### src/rtl/cla_share_arb.sv
// rtl/cla_share_arb.sv - round-robin scheduler sharing one fixed-latency adder between two requesters
// Credits bound issues per requester so a returning sum always finds room in its result FIFO.
module cla_share_arb #(
   parameter int W     = 64,
   parameter int LAT   = 8,
   parameter int DEPTH = 4
) (
   input  logic         clk,
   input  logic         rst,
   input  logic [1:0]   req_valid,
   output logic [1:0]   req_ready,
   input  logic [W-1:0] req_a0,
   input  logic [W-1:0] req_b0,
   input  logic [W-1:0] req_a1,
   input  logic [W-1:0] req_b1,
   output logic         issue_valid,
   output logic [W-1:0] issue_a,
   output logic [W-1:0] issue_b,
   input  logic [W-1:0] sum_in,
   input  logic         cout_in,
   output logic [1:0]   rsp_valid,
   input  logic [1:0]   rsp_ready,
   output logic [W-1:0] rsp_sum0,
   output logic [W-1:0] rsp_sum1,
   output logic [1:0]   rsp_cout,
   output logic         idle
);

   localparam int CW = $clog2(DEPTH + 1);
   localparam int PW = (DEPTH > 1) ? $clog2(DEPTH) : 1;
   localparam logic [CW-1:0] CRED_MAX = CW'(DEPTH);
   localparam logic [PW-1:0] PTR_LAST = PW'(DEPTH - 1);

   logic [CW-1:0] credit_q [2];
   logic [CW-1:0] credit_d [2];
   logic          rr_ptr_q, rr_ptr_d;
   logic          issue_valid_q, issue_valid_d;
   logic [W-1:0]  issue_a_q, issue_a_d, issue_b_q, issue_b_d;
   // Stage 0 lines up with the issue register; stage LAT lines up with sum_in.
   logic [LAT:0]  tag_v_q, tag_v_d, tag_id_q, tag_id_d;
   logic [W:0]    mem_q [2][DEPTH];
   logic [W:0]    mem_d [2][DEPTH];
   logic [PW-1:0] wr_ptr_q [2];
   logic [PW-1:0] wr_ptr_d [2];
   logic [PW-1:0] rd_ptr_q [2];
   logic [PW-1:0] rd_ptr_d [2];
   logic [CW-1:0] count_q [2];
   logic [CW-1:0] count_d [2];

   logic [1:0] eligible, grant, rsp_hs, push;
   logic       grant_any, winner;

   function automatic logic [PW-1:0] ptr_inc(input logic [PW-1:0] p);
      return (p == PTR_LAST) ? '0 : p + PW'(1);
   endfunction

   always_comb begin
      for (int i = 0; i < 2; i++) begin
         eligible[i] = req_valid[i] & (credit_q[i] != '0);
         rsp_valid[i] = (count_q[i] != '0);
         rsp_hs[i] = rsp_valid[i] & rsp_ready[i];
         push[i] = tag_v_q[LAT] & (tag_id_q[LAT] == 1'(i));
      end
      grant = 2'b00;
      if (eligible[rr_ptr_q]) begin
         grant[rr_ptr_q] = 1'b1;
      end else if (eligible[~rr_ptr_q]) begin
         grant[~rr_ptr_q] = 1'b1;
      end
      grant_any = |grant;
      winner = grant[1];
   end

   assign req_ready = rst ? grant : 2'b00;

   always_comb begin
      credit_d = credit_q;
      rr_ptr_d = rr_ptr_q;
      issue_valid_d = grant_any;
      issue_a_d = issue_a_q;
      issue_b_d = issue_b_q;
      mem_d = mem_q;
      wr_ptr_d = wr_ptr_q;
      rd_ptr_d = rd_ptr_q;
      count_d = count_q;
      if (grant_any) begin
         rr_ptr_d = ~winner;
         issue_a_d = winner ? req_a1 : req_a0;
         issue_b_d = winner ? req_b1 : req_b0;
      end
      tag_v_d = {tag_v_q[LAT-1:0], grant_any};
      tag_id_d = {tag_id_q[LAT-1:0], winner};
      for (int i = 0; i < 2; i++) begin
         case ({grant[i], rsp_hs[i]})
            2'b10:   credit_d[i] = credit_q[i] - CW'(1);
            2'b01:   credit_d[i] = credit_q[i] + CW'(1);
            default: credit_d[i] = credit_q[i];
         endcase
         if (push[i]) begin
            mem_d[i][wr_ptr_q[i]] = {cout_in, sum_in};
            wr_ptr_d[i] = ptr_inc(wr_ptr_q[i]);
         end
         if (rsp_hs[i]) begin
            rd_ptr_d[i] = ptr_inc(rd_ptr_q[i]);
         end
         case ({push[i], rsp_hs[i]})
            2'b10:   count_d[i] = count_q[i] + CW'(1);
            2'b01:   count_d[i] = count_q[i] - CW'(1);
            default: count_d[i] = count_q[i];
         endcase
      end
   end

   always_ff @(posedge clk or negedge rst) begin
      if (!rst) begin
         rr_ptr_q <= 1'b0;
         issue_valid_q <= 1'b0;
         issue_a_q <= '0;
         issue_b_q <= '0;
         tag_v_q <= '0;
         tag_id_q <= '0;
         for (int i = 0; i < 2; i++) begin
            credit_q[i] <= CRED_MAX;
            wr_ptr_q[i] <= '0;
            rd_ptr_q[i] <= '0;
            count_q[i] <= '0;
            for (int j = 0; j < DEPTH; j++) begin
               mem_q[i][j] <= '0;
            end
         end
      end else begin
         rr_ptr_q <= rr_ptr_d;
         issue_valid_q <= issue_valid_d;
         issue_a_q <= issue_a_d;
         issue_b_q <= issue_b_d;
         tag_v_q <= tag_v_d;
         tag_id_q <= tag_id_d;
         credit_q <= credit_d;
         wr_ptr_q <= wr_ptr_d;
         rd_ptr_q <= rd_ptr_d;
         count_q <= count_d;
         mem_q <= mem_d;
      end
   end

   assign issue_valid = issue_valid_q;
   assign issue_a = issue_a_q;
   assign issue_b = issue_b_q;
   assign rsp_sum0 = mem_q[0][rd_ptr_q[0]][W-1:0];
   assign rsp_sum1 = mem_q[1][rd_ptr_q[1]][W-1:0];
   assign rsp_cout = {mem_q[1][rd_ptr_q[1]][W], mem_q[0][rd_ptr_q[0]][W]};
   assign idle = ~|tag_v_q & (count_q[0] == '0) & (count_q[1] == '0);

endmodule
### config.mk
export PLATFORM = sky130hd
export DESIGN_NAME = cla_share_arb
export DESIGN_NICKNAME = d
export VERILOG_FILES = /design/src/rtl/cla_share_arb.sv
export SDC_FILE = /design/constraint.sdc
export NUM_CORES = 1
export LEC_CHECK = 0
export BUFFER_PORTS_ARGS = -buffer_cell sky130_fd_sc_hd__buf_2
export CORE_AREA = 2 2 300 302
export DETAILED_ROUTE_END_ITERATION = 8
export DIE_AREA = 0 0 302 304
export PLACE_DENSITY = 0.64
export SYNTH_ARGS = -nofsm -noshare
export SYNTH_HDL_FRONTEND = slang
export SYNTH_SLANG_ARGS = --single-unit
### constraint.sdc
create_clock -name clk -period 2.4 [get_ports clk]
set_input_delay 0.48 -clock clk [delete_from_list [all_inputs] [get_ports clk]]
set_output_delay 0.48 -clock clk [all_outputs]
set_load 0.01 [all_outputs]
==> summary.md, run 1 <==
- **die footprint** 91,800 um^2
- **worst-case clock skew** 0.0196 ns
- **status** complete, but fails checks
- **clock-pin slew of the registers on the worst-case setup and hold paths** 0.06 ns
- **hold slack** 0.129 ns
- **number of nets at the end of the flow** 2,819
- **floorplan die width** 302 um
- **per-cell via count in the routed design** 5.15
- **Avg Inst Size Synth** 16.3 um^2
- **Cell variety after synth** 33
- **clock tree root buffer cell** sky130_fd_sc_hd__clkbuf_16
- **DRC violations left** 0
- **switching power summed over all nets** 19.7 mW
- **path type of the worst setup path** register to output port
- **First DRT Iteration DRCs** 933
- **worst setup slack after layout** -0.269 ns
- **overall global routing resource usage** 19.3%
- **number of nets produced by synthesis** 2,179
- **buffer depth of the longest clock path** 3
- **Top-Level Pins** 591
- **RSZ-0062 raised after global routing** true
- **Fin. Hold Viols** 0
- **placed cells** 3,517
- **total of max-cap violations** 0
- **routed wire length** 90,000 um
- **Inserted Clock Buffers** 79
- **kind of end point of the critical path** output port
- **critical path launch point type** register
- **layout cells sized above 1** 64.5%
- **GPL Wtd Cong** 0.895
- **period utilisation layout** 111%
- **switching share of total power** 32.8%
- **part of the total power dissipated in combinational logic** 45.6%
- **detailed-route wire length per cell** 24.2 um
- **non-filler instance count after layout** 3,718
- **violated checks** setup timing
- **port bufs** 590
- **post-synthesis instance area** 29,800 um^2
- **instance count of the mapped netlist** 1,834
- **area growth from synthesis to layout** 29.3%
- **proportion of power drawn by the clock network** 20.0%
- **Internal Pwr Total** 40.4 mW
- **Hold/Removal Path Class** primary input to register
- **Final setup violation count** 129
- **TritonCTS Sinks** 687
- **maximum vdd drop** 0.000921 V
- **effective utilization at floorplan** 33.5%
- **number of pins with negative max-slew slack in the final report** 0
- **via count of the first global-routing pass** 21,659
- **antenna-violating nets left** 0
- **wire length of the first global-routing pass** 134,000 um
- **initial antenna violation count** 17
- **Arr. time, crit path** 2.19 ns
- **die extent in y** 304 um
- **Slew HR** 47.1%
- **fin crit period** 2.67 ns
- **grt total ovfl** 0
- **post-synthesis register bit count** 687
- **register share of total power** 34.4%
- **Synthesis Warnings** 0
- **Slew @ Worst Pin** 0.793 ns
- **number of standard-cell rows in the floorplan** 110
- **P per Cell Area** 1560 nW/um^2
- **sequential area share after synthesis** 57.6%
- **later-pin clock latency in the skew report** 0.63 ns
- **area of the core** 89,000 um^2
- **Design Area, Final** 38,600 um^2
- **pre-CTS setup slack** 0.183 ns
- **maximum number of pins on one net before global-route repair** 130
- **TritonCTS clock tree** built
- **post-DP HPWL** 61,200 um
- **CTS H-tree depth** 3
- **Achievable Freq** 375 MHz
- **Pre-Repair DR Iteration Count** 4
- **Static Leakage** 16.7 nW
- **count of vias placed by the detailed router** 19,146
- **placement-stage cell area** 34,400 um^2
- **biggest fanout along the worst timing path** 7
- **required time of the critical path** 1.92 ns
==> cell usage after synthesis <==
cell,number,area [um^2]
sky130_fd_sc_hd__dfrtp_1,685,17100
sky130_fd_sc_hd__mux2_2,527,5930
sky130_fd_sc_hd__mux4_2,130,2930
sky130_fd_sc_hd__or3_1,130,813
sky130_fd_sc_hd__o221a_2,126,1420
sky130_fd_sc_hd__buf_2,51,255
sky130_fd_sc_hd__clkbuf_1,33,124
sky130_fd_sc_hd__buf_6,24,270
sky130_fd_sc_hd__buf_4,18,135
sky130_fd_sc_hd__inv_1,17,63.8
sky130_fd_sc_hd__ha_1,14,175
sky130_fd_sc_hd__clkbuf_2,11,55.1
sky130_fd_sc_hd__nand2_1,11,41.3
sky130_fd_sc_hd__nor2_1,11,41.3
sky130_fd_sc_hd__xor2_1,8,70.1
sky130_fd_sc_hd__buf_1,6,22.5
sky130_fd_sc_hd__fa_1,4,80.1
sky130_fd_sc_hd__nand3_1,4,20.0
sky130_fd_sc_hd__xnor2_1,4,35.0
sky130_fd_sc_hd__a21o_1,2,15.0
sky130_fd_sc_hd__dfstp_2,2,52.6
sky130_fd_sc_hd__mux2i_1,2,20.0
sky130_fd_sc_hd__nor3_1,2,10.0
sky130_fd_sc_hd__o21ai_0,2,10.0
sky130_fd_sc_hd__o221a_1,2,22.5
sky130_fd_sc_hd__nor2b_1,1,6.26
sky130_fd_sc_hd__nor4_1,1,6.26
sky130_fd_sc_hd__o21bai_2,1,11.3
sky130_fd_sc_hd__o311a_1,1,10.0
sky130_fd_sc_hd__o31ai_1,1,7.51
sky130_fd_sc_hd__o31ai_4,1,21.3
sky130_fd_sc_hd__or2_2,1,6.26
sky130_fd_sc_hd__or4_1,1,7.51
==> path summary, 6_finish.rpt <==
kind	from	end	slack, ns	cells after the start
setup / recovery	rd_ptr_q[0]	rsp_sum1[43]	-0.27	5
hold / removal	req_a1[30]	issue_a[30]	0.13	2
setup reg to reg	credit_q[4]	issue_a[26]	0.01	7
hold reg to reg	tag_id_q[5]	tag_id_q[6]	0.35	0
max in group asynchronous	rst	issue_b[2]	1.03	4
min in group asynchronous	rst	mem_q[46]	0.51	3
==> layer usage <==
metal / vias up / global-route usage [%] / share of wire, %
li1: 8275 / - / -
met1: 10123 / 21.4 / 37
met2: 600 / 35.1 / 54
met3: 144 / 4.54 / 5.7
met4: 4 / 8.19 / 3.6
met5: - / 0 / 0.027
==> stage by stage <==
| stage | utilization (%) | TNS, ns | power [mW] |
|---|---|---|---|
| 5_1_grt | 43.3 | -33.66 | 63.3 |
| 6_report | 43.3 | -22.32 | 60.0 |
| 3_5_place_dp | 38.6 | 0 | 44.2 |
| 3_3_place_gp | 38.6 | 0 | 43.1 |
| 2_1_floorplan | - | 0 | 35.0 |
| 4_1_cts | 42.5 | -33.87 | 58.8 |
==> placed cells by master (no fill, tap or decap), drive strengths merged, types with 3 or more instances in the layout <==
cell and count:
o221a 128, ha 14, mux2 527, fa 4, xor2 8, diode 9
dfrtp 685, xnor2 4, clkbuf 122, inv 22, bufinv 5, or3 130
bufbuf 3, buf 693, nand3 4, mux4 130, nand2 11, nor2 11
clkinv 12
==> critical path: stages, from the launching register on <==
cell and delay, ns:
sky130_fd_sc_hd__dfrtp_4 0.50, sky130_fd_sc_hd__buf_12 0.16, sky130_fd_sc_hd__buf_12 0.14, sky130_fd_sc_hd__buf_16 0.15, sky130_fd_sc_hd__mux4_2 0.46, sky130_fd_sc_hd__buf_6 0.14
==> kinds of logic (layout without fill, tap and decap cells) <==
family,after synthesis,in the layout,synth area share [%]
and+or+nand+nor,162,162,3.19
buffers and inverters,160,859,3.10
other,0,9,0
DFF,687,687,57.6
muxes,659,659,29.8
AOI/OAI and AO/OA,136,136,5.08
adders and majority gates,18,18,0.856
xor gates and xnor gates,12,12,0.352
==> power groups by stage <==
stage / logic [mW] / clock network, mW / registers, mW
detailed placement: 23.3 / 0 / 21.0
finish: 27.4 / 12.0 / 20.6
CTS: 25.8 / 12.3 / 20.7
floorplan: 15.0 / 0 / 20.0
global placement: 22.7 / 0 / 20.4
global route: 29.1 / 12.9 / 21.3
==> timing repair <==
item | in CTS | in global routing
buffers inserted | 27 | 12
setup endpoints to repair | 133 | 135
pin swaps | 4 | 5
hold buffers | 1 | 0
gates resized for setup | 78 | 106
cloned | 8 | 7
endpoints found under the hold margin | 111 | 0
==> registers in the layout, summed over array words and instances (netlist names) <==
name / cells
mem_q: 520
issue_a: 64
issue_b: 64
tag_id_q: 9
tag_v_q: 9
count_q: 6
credit_q: 6
rd_ptr_q: 4
wr_ptr_q: 4
rr_ptr_q: 1
==> area by class of cell <==
| cell class | instances | area, um^2 |
|---|---|---|
| sequential | 687 | 17200 |
| clock buffer | 117 | 2320 |
| tap | 1176 | 1470 |
| inverter | 17 | 63.8 |
| multi-input combinational | 987 | 11900 |
| antenna | 9 | 22.5 |
| timing repair buffer | 702 | 5340 |
| fill | 7889 | 50500 |
| clock inverter | 23 | 277 |
Note: power is estimated with default switching activity, not from simulation.
==> inputs of run 2 (changes only) <==
--- a/config.mk
+++ b/config.mk
@@ -6,10 +6,10 @@
 export NUM_CORES = 1
 export LEC_CHECK = 0
 export BUFFER_PORTS_ARGS = -buffer_cell sky130_fd_sc_hd__buf_2
-export CORE_AREA = 2 2 300 302
+export CORE_AREA = 4 4 250 252
 export DETAILED_ROUTE_END_ITERATION = 8
-export DIE_AREA = 0 0 302 304
-export PLACE_DENSITY = 0.64
+export DIE_AREA = 0 0 254 256
+export PLACE_DENSITY = 0.85
 export SYNTH_ARGS = -nofsm -noshare
 export SYNTH_HDL_FRONTEND = slang
 export SYNTH_SLANG_ARGS = --single-unit
==> run 2 against run 1 <==
The run still ends with setup timing left; critical path depth down 1; setup slack better by 0.031 ns; combinational power up 2%; non-clock buffer count down 33; worst hold slack better by 0.0073 ns; count of clock-buffer cells in the layout down 10; register-to-register slack better by 0.11 ns; cell count down 11%; critical path type unchanged; critical endpoint is now rsp_sum0[34]; largest power group unchanged.
==> summary.md, run 2 (synthesis results as in run 1) <==
- **status** complete, but fails checks, unchanged
- **violated checks** setup timing, unchanged
- **Max stage delay cell, worst path** sky130_fd_sc_hd__mux4_2, was sky130_fd_sc_hd__dfrtp_4
- **DRC violations left** 0, unchanged
- **Inserted Clock Buffers** 73, was 79
- **die footprint** 65,000 um^2, was 91,800 um^2
- **RSZ-0062 raised after global routing** true, unchanged
- **most common cell after layout, fill and taps aside** sky130_fd_sc_hd__dfrtp_1, unchanged
- **wire length of the first global-routing pass** 136,000 um, was 134,000 um
- **clock tree root buffer cell** sky130_fd_sc_hd__clkbuf_16, unchanged
- **number of nets at the end of the flow** 2,780, was 2,819
- **fin crit period** 2.64 ns, was 2.67 ns
- **flip-flop count of the largest register, all copies and words added** 520, unchanged
- **effective utilization at floorplan** 49.6%, was 33.5%
- **required time of the critical path** 1.92 ns, about the same
- **placement-stage cell area** 33,700 um^2, was 34,400 um^2
- **number of standard-cell rows in the floorplan** 90, was 110
- **worst-case clock skew** 0.0269 ns, was 0.0196 ns
- **buffer depth of the longest clock path** 3, unchanged
- **Arr. time, crit path** 2.16 ns, was 2.19 ns
- **critical register-to-register path endpoint** issue_b[62], was issue_a[26]
- **Slew HR** 33.7%, was 47.1%
- **Slew @ Worst Pin** 0.995 ns, was 0.793 ns
- **delay contributed by the slowest stage of the critical path** 0.58 ns, was 0.50 ns
- **GPL Wtd Cong** 0.907, was 0.895
- **period utilisation layout** 110%, was 111%
- **per-cell via count in the routed design** 5.99, was 5.15
- **TritonCTS clock tree** built, unchanged
- **kind of end point of the critical path** output port, unchanged
- **most used cells in the layout excluding fill and tap cells** sky130_fd_sc_hd__dfrtp_1, sky130_fd_sc_hd__mux2_2, sky130_fd_sc_hd__buf_2, sky130_fd_sc_hd__mux4_2, sky130_fd_sc_hd__buf_6, was sky130_fd_sc_hd__dfrtp_1, sky130_fd_sc_hd__mux2_2, sky130_fd_sc_hd__buf_2, sky130_fd_sc_hd__mux4_2, sky130_fd_sc_hd__or3_1
- **end point of the worst hold path** issue_a[58], was issue_a[30]
- **count of vias placed by the detailed router** 19,779, was 19,146
- **area growth from synthesis to layout** 26.0%, was 29.3%
- **antenna-violating nets left** 0, unchanged
- **Hold Path Cell Cnt** 2, unchanged
- **First DRT Iteration DRCs** 1,679, was 933
- **via count of the first global-routing pass** 22,014, was 21,659
- **register name with the most flops** mem_q, unchanged
- **path type of the worst setup path** register to output port, unchanged
- **clock-pin slew of the registers on the worst-case setup and hold paths** 0.06 ns, about the same
- **number of pins with negative max-slew slack in the final report** 0, unchanged
- **die extent in y** 256 um, was 304 um
- **Final setup violation count** 131, was 129
- **worst r2r src** credit_q[4], unchanged
- **TritonCTS Sinks** 687, unchanged
- **maximum number of pins on one net before global-route repair** 151, was 130
- **layout cells sized above 1** 63.8%, was 64.5%
- **detailed-route wire length per cell** 27.7 um, was 24.2 um
- **number of cell instances on the worst register-to-register path** 6, was 7
- **Design Area, Final** 37,600 um^2, was 38,600 um^2
- **Critical Path, Cell by Cell** buf_12, buf_16, mux4_2, buf_6, was buf_12, buf_12, buf_16, mux4_2, buf_6
- **worst setup slack after layout** -0.238 ns, was -0.269 ns
- **Static Leakage** 16.4 nW, was 16.7 nW
- **port bufs** 590, unchanged
- **CTS H-tree depth** 3, unchanged
- **grt total ovfl** 0, unchanged
- **worst reg2reg setup slack** 0.12 ns, was 0.01 ns
- **later-pin clock latency in the skew report** 0.62 ns, was 0.63 ns
- **Pre-Repair DR Iteration Count** 8, was 4
- **area of the core** 60,100 um^2, was 89,000 um^2
- **routed wire length** 91,500 um, was 90,000 um
- **post-DP HPWL** 57,300 um, was 61,200 um
- **initial antenna violation count** 30, was 17
- **total of max-cap violations** 0, unchanged
- **floorplan die width** 254 um, was 302 um
- **pre-CTS setup slack** 0.0729 ns, was 0.183 ns
- **critical path launch point type** register, unchanged
- **overall global routing resource usage** 27.4%, was 19.3%
- **Top-Level Pins** 591, unchanged
- **Fin. Hold Viols** 0, unchanged
- **Achievable Freq** 379 MHz, was 375 MHz
- **Hold/Removal Path Class** primary input to register, unchanged
- **biggest fanout along the worst timing path** 8, was 7
- **launch point of the worst hold path** req_a1[58], was req_a1[30]
- **maximum vdd drop** 0.000700 V, was 0.000921 V
- **P per Cell Area** 1590 nW/um^2, was 1560 nW/um^2
==> run 2: cell count changes in the layout (fill, tap and decap cells not counted), sizes merged <==
cell,previous run,this run
clkbuf,122,110
buf,693,665
diode,9,28
clkinvlp,1,0
bufbuf,3,0
bufinv,5,1
clkinv,12,17
==> run 2: worst max path at each step <==
stage | from | end | slack (ns) | depth (start not counted)
3_5_place_dp | credit_q[0] | credit_q[2] | 0.07 | 8
4_1_cts | count_q[2] | idle | -0.29 | 4
2_1_floorplan | credit_q[0] | credit_q[4] | 0.15 | 7
3_3_place_gp | credit_q[0] | credit_q[4] | 0.20 | 6
6_report | rd_ptr_q[2] | rsp_sum0[34] | -0.24 | 4
5_1_grt | count_q[1] | idle | -0.30 | 4
==> run 2: critical path, delay by kind of cell (launching register included) <==
kind	cells	cell delay (ns)
DFF	1	0.47
buffers and inverters	3	0.51
muxes	1	0.58
==> run 2: what timing repair did <==
item | in CTS | in global routing
pin swaps | 4 | 5
hold buffers | 1 | 0
endpoints found under the hold margin | 71 | 0
setup buffers | 19 | 5
cloned | 12 | 3
resized for setup | 157 | 50
setup endpoints to repair | 133 | 133
==> run 2: power breakdown <==
| part | switching [mW] | internal (mW) | leakage [nW] | total [mW] |
|---|---|---|---|---|
| clock | 4.71 | 6.30 | 1.16 | 11.0 |
| sequential | 3.60 | 17.4 | 7.93 | 21.0 |
| combinational | 12.1 | 15.8 | 7.27 | 27.9 |
==> run 2: layout make-up <==
cell class	instances	area [um^2]
clock inverter	23	200
clock buffer	107	2130
tap	782	978
sequential	687	17200
antenna	28	70.1
multi-input combinational	987	11800
inverter	17	63.8
timing repair buffer	669	5120
fill	4080	22500
==> run 2: metal layers <==
layer	part of all wire, %	GRT usage, %
met5	0.071	0
met4	4.4	12.4
met3	7.8	7.93
met2	52	46.9
met1	36	31.8
==> run 2: through the flow <==
stage	TNS (ns)	power (mW)	cells	utilization, %	hold WS (ns)
6_report	-20.24	59.9	3300	62.5	0.136
5_1_grt	-27.89	62.6	3295	62.5	0.117
4_1_cts	-25.07	58.8	3269	62.0	0.104
3_5_place_dp	0	43.9	3107	56.0	0.308
3_3_place_gp	0	42.5	3107	56.0	0.308
2_1_floorplan	0	35.0	1834	-	0.184
==> inputs of run 3 (changes only) <==
--- a/config.mk
+++ b/config.mk
@@ -10,6 +10,7 @@
 export DETAILED_ROUTE_END_ITERATION = 8
 export DIE_AREA = 0 0 254 256
 export PLACE_DENSITY = 0.85
+export RECOVER_POWER = 50
 export SYNTH_ARGS = -nofsm -noshare
 export SYNTH_HDL_FRONTEND = slang
 export SYNTH_SLANG_ARGS = --single-unit
==> run 3 against run 2 <==
Sequential share of layout area grew 0.14 points; the flow finishes with violations (capacitance limit, slew limit, setup timing); power shrank 0.16%; sequential power is essentially flat.
==> summary.md, run 3 (synthesis results as in run 1) <==
- **count of vias placed by the detailed router** 19,928, was 19,779
- **layout cells sized above 1** 62.4%, was 63.8%
- **TritonCTS clock tree** built, unchanged
- **die footprint** 65,000 um^2, unchanged
- **Inserted Clock Buffers** 73, unchanged
- **maximum number of pins on one net before global-route repair** 151, unchanged
- **worst setup slack after layout** -0.236 ns, was -0.238 ns
- **period utilisation layout** 110%, about the same
- **capturing element of the worst setup path** rsp_sum0[34], unchanged
- **effective utilization at floorplan** 49.6%, unchanged
- **Fin. Hold Viols** 0, unchanged
- **Top-Level Pins** 591, unchanged
- **Fin Setup TNS** -20.07 ns, was -20.24 ns
- **path type of the worst setup path** register to output port, unchanged
- **critical register-to-register path endpoint** issue_b[62], unchanged
- **worst r2r src** credit_q[4], unchanged
- **required time of the critical path** 1.92 ns, about the same
- **kind of end point of the critical path** output port, unchanged
- **die extent in y** 256 um, unchanged
- **number of nets at the end of the flow** 2,780, unchanged
- **pre-CTS setup slack** 0.0729 ns, unchanged
- **RSZ-0062 raised after global routing** true, unchanged
- **Static Leakage** 16.3 nW, was 16.4 nW
- **clock tree root buffer cell** sky130_fd_sc_hd__clkbuf_16, unchanged
- **Final setup violation count** 131, unchanged
- **area of the core** 60,100 um^2, unchanged
- **worst-case clock skew** 0.0270 ns, was 0.0269 ns
- **P per Cell Area** 1600 nW/um^2, was 1590 nW/um^2
- **per-cell via count in the routed design** 6.04, was 5.99
- **TritonCTS Sinks** 687, unchanged
- **CTS H-tree depth** 3, unchanged
- **First DRT Iteration DRCs** 1,587, was 1,679
- **Pre-Repair DR Iteration Count** 5, was 8
- **status** complete, but fails checks, unchanged
- **startpoint of the worst setup timing path** rd_ptr_q[2], unchanged
- **antenna-violating nets left** 0, unchanged
- **detailed-route wire length per cell** 27.7 um, about the same
- **fraction of the core area covered by cells at the end of the flow** 62.3%, was 62.5%
- **port bufs** 590, unchanged
- **most common cell after layout, fill and taps aside** sky130_fd_sc_hd__dfrtp_1, unchanged
- **clock-pin slew of the registers on the worst-case setup and hold paths** 0.06 ns, about the same
- **violated checks** capacitance limit, slew limit, setup timing, was setup timing
- **maximum vdd drop** 0.000697 V, was 0.000700 V
- **flip-flop count of the largest register, all copies and words added** 520, unchanged
- **worst reg2reg setup slack** 0.10 ns, was 0.12 ns
- **Achievable Freq** 379 MHz, about the same
- **Design Area, Final** 37,500 um^2, was 37,600 um^2
- **post-DP HPWL** 57,300 um, unchanged
- **later-pin clock latency in the skew report** 0.62 ns, about the same
- **most used cells in the layout excluding fill and tap cells** sky130_fd_sc_hd__dfrtp_1, sky130_fd_sc_hd__mux2_2, sky130_fd_sc_hd__buf_2, sky130_fd_sc_hd__buf_6, sky130_fd_sc_hd__mux4_2, was sky130_fd_sc_hd__dfrtp_1, sky130_fd_sc_hd__mux2_2, sky130_fd_sc_hd__buf_2, sky130_fd_sc_hd__mux4_2, sky130_fd_sc_hd__buf_6
- **number of cell instances on the worst register-to-register path** 6, unchanged
- **register name with the most flops** mem_q, unchanged
- **Tot Pwr** 59.8 mW, was 59.9 mW
- **Slew @ Worst Pin** 1.63 ns, was 0.995 ns
- **wire length of the first global-routing pass** 136,000 um, unchanged
- **floorplan die width** 254 um, unchanged
- **routed wire length** 91,500 um, about the same
- **initial antenna violation count** 30, unchanged
- **fin crit period** 2.64 ns, about the same
- **placement-stage cell area** 33,700 um^2, unchanged
- **launch point of the worst hold path** req_a1[58], unchanged
- **via count of the first global-routing pass** 22,014, unchanged
- **DRC violations left** 0, unchanged
- **number of standard-cell rows in the floorplan** 90, unchanged
- **critical path launch point type** register, unchanged
- **total of max-cap violations** 1, was 0
- **GPL Wtd Cong** 0.907, unchanged
- **Arr. time, crit path** 2.16 ns, about the same
- **buffer depth of the longest clock path** 3, unchanged
- **area growth from synthesis to layout** 25.7%, was 26.0%
- **overall global routing resource usage** 27.4%, unchanged
- **biggest fanout along the worst timing path** 8, unchanged
- **grt total ovfl** 0, unchanged
- **Hold/Removal Path Class** primary input to register, unchanged
- **Slew HR** -9.00%, was 33.7%
- **number of pins with negative max-slew slack in the final report** 103, was 0
[run 3: cell types whose count changed in the layout (fill, tap and decap cells not counted)]
cell                       previous run  this run
sky130_fd_sc_hd__mux2_1               0         1
sky130_fd_sc_hd__clkbuf_4             0         3
sky130_fd_sc_hd__buf_2              463       432
sky130_fd_sc_hd__clkbuf_1            18        51
sky130_fd_sc_hd__buf_12              30        25
sky130_fd_sc_hd__clkbuf_2             0         3
sky130_fd_sc_hd__mux2_2             527       526
sky130_fd_sc_hd__buf_6              130       131
sky130_fd_sc_hd__buf_4               22        18
[run 3: timing repair]
item / in CTS / in global routing
buffers inserted: 19 / 5
setup endpoints to repair: 133 / 133
endpoints found under the hold margin: 71 / 0
hold buffers: 1 / 0
cloned: 12 / 3
pin swaps: 4 / 5
resized for setup: 157 / 50
[run 3: worst min path at each step]
stage,to,cells past startpoint
3_5_place_dp,mem_q[305],1
4_1_cts,issue_a[58],2
5_1_grt,issue_b[55],2
6_report,issue_a[58],2
3_3_place_gp,mem_q[305],1
2_1_floorplan,count_q[0],0
[run 3: per-layer routing]
metal  track usage, %  wire [um]
met5                0         67
met4             12.4       4140
met3             7.93       7460
met2             46.9      47400
met1             31.8      32500
[run 3: metrics by stage]
stage,hold slack (ns),instances
global placement,0.308,3107
CTS,0.104,3269
finish,0.137,3300
floorplan,0.184,1834
detailed placement,0.308,3107
global route,0.117,3295
[run 3: critical path: stages, from the launching register on]
cell	delay, ns
sky130_fd_sc_hd__dfrtp_4	0.47
sky130_fd_sc_hd__buf_12	0.19
sky130_fd_sc_hd__buf_16	0.16
sky130_fd_sc_hd__mux4_2	0.57
sky130_fd_sc_hd__buf_6	0.16
[run 3: final cells by class]
cell class	instances	area, um^2
diodes	28	70.1
clock buffers	107	2130
clock inverters	23	200
fillers	4110	22600
inverters	17	63.8
multi-input cells	987	11800
flip-flops and latches	687	17200
well taps	782	978
repair buffers	669	5010
[run 3: report_power, final]
part,leakage (nW),internal [mW],switching (mW)
logic,7.16,15.7,12.1
clock network,1.16,6.30,4.71
registers,7.93,17.4,3.60
total,16.3,39.4,20.4
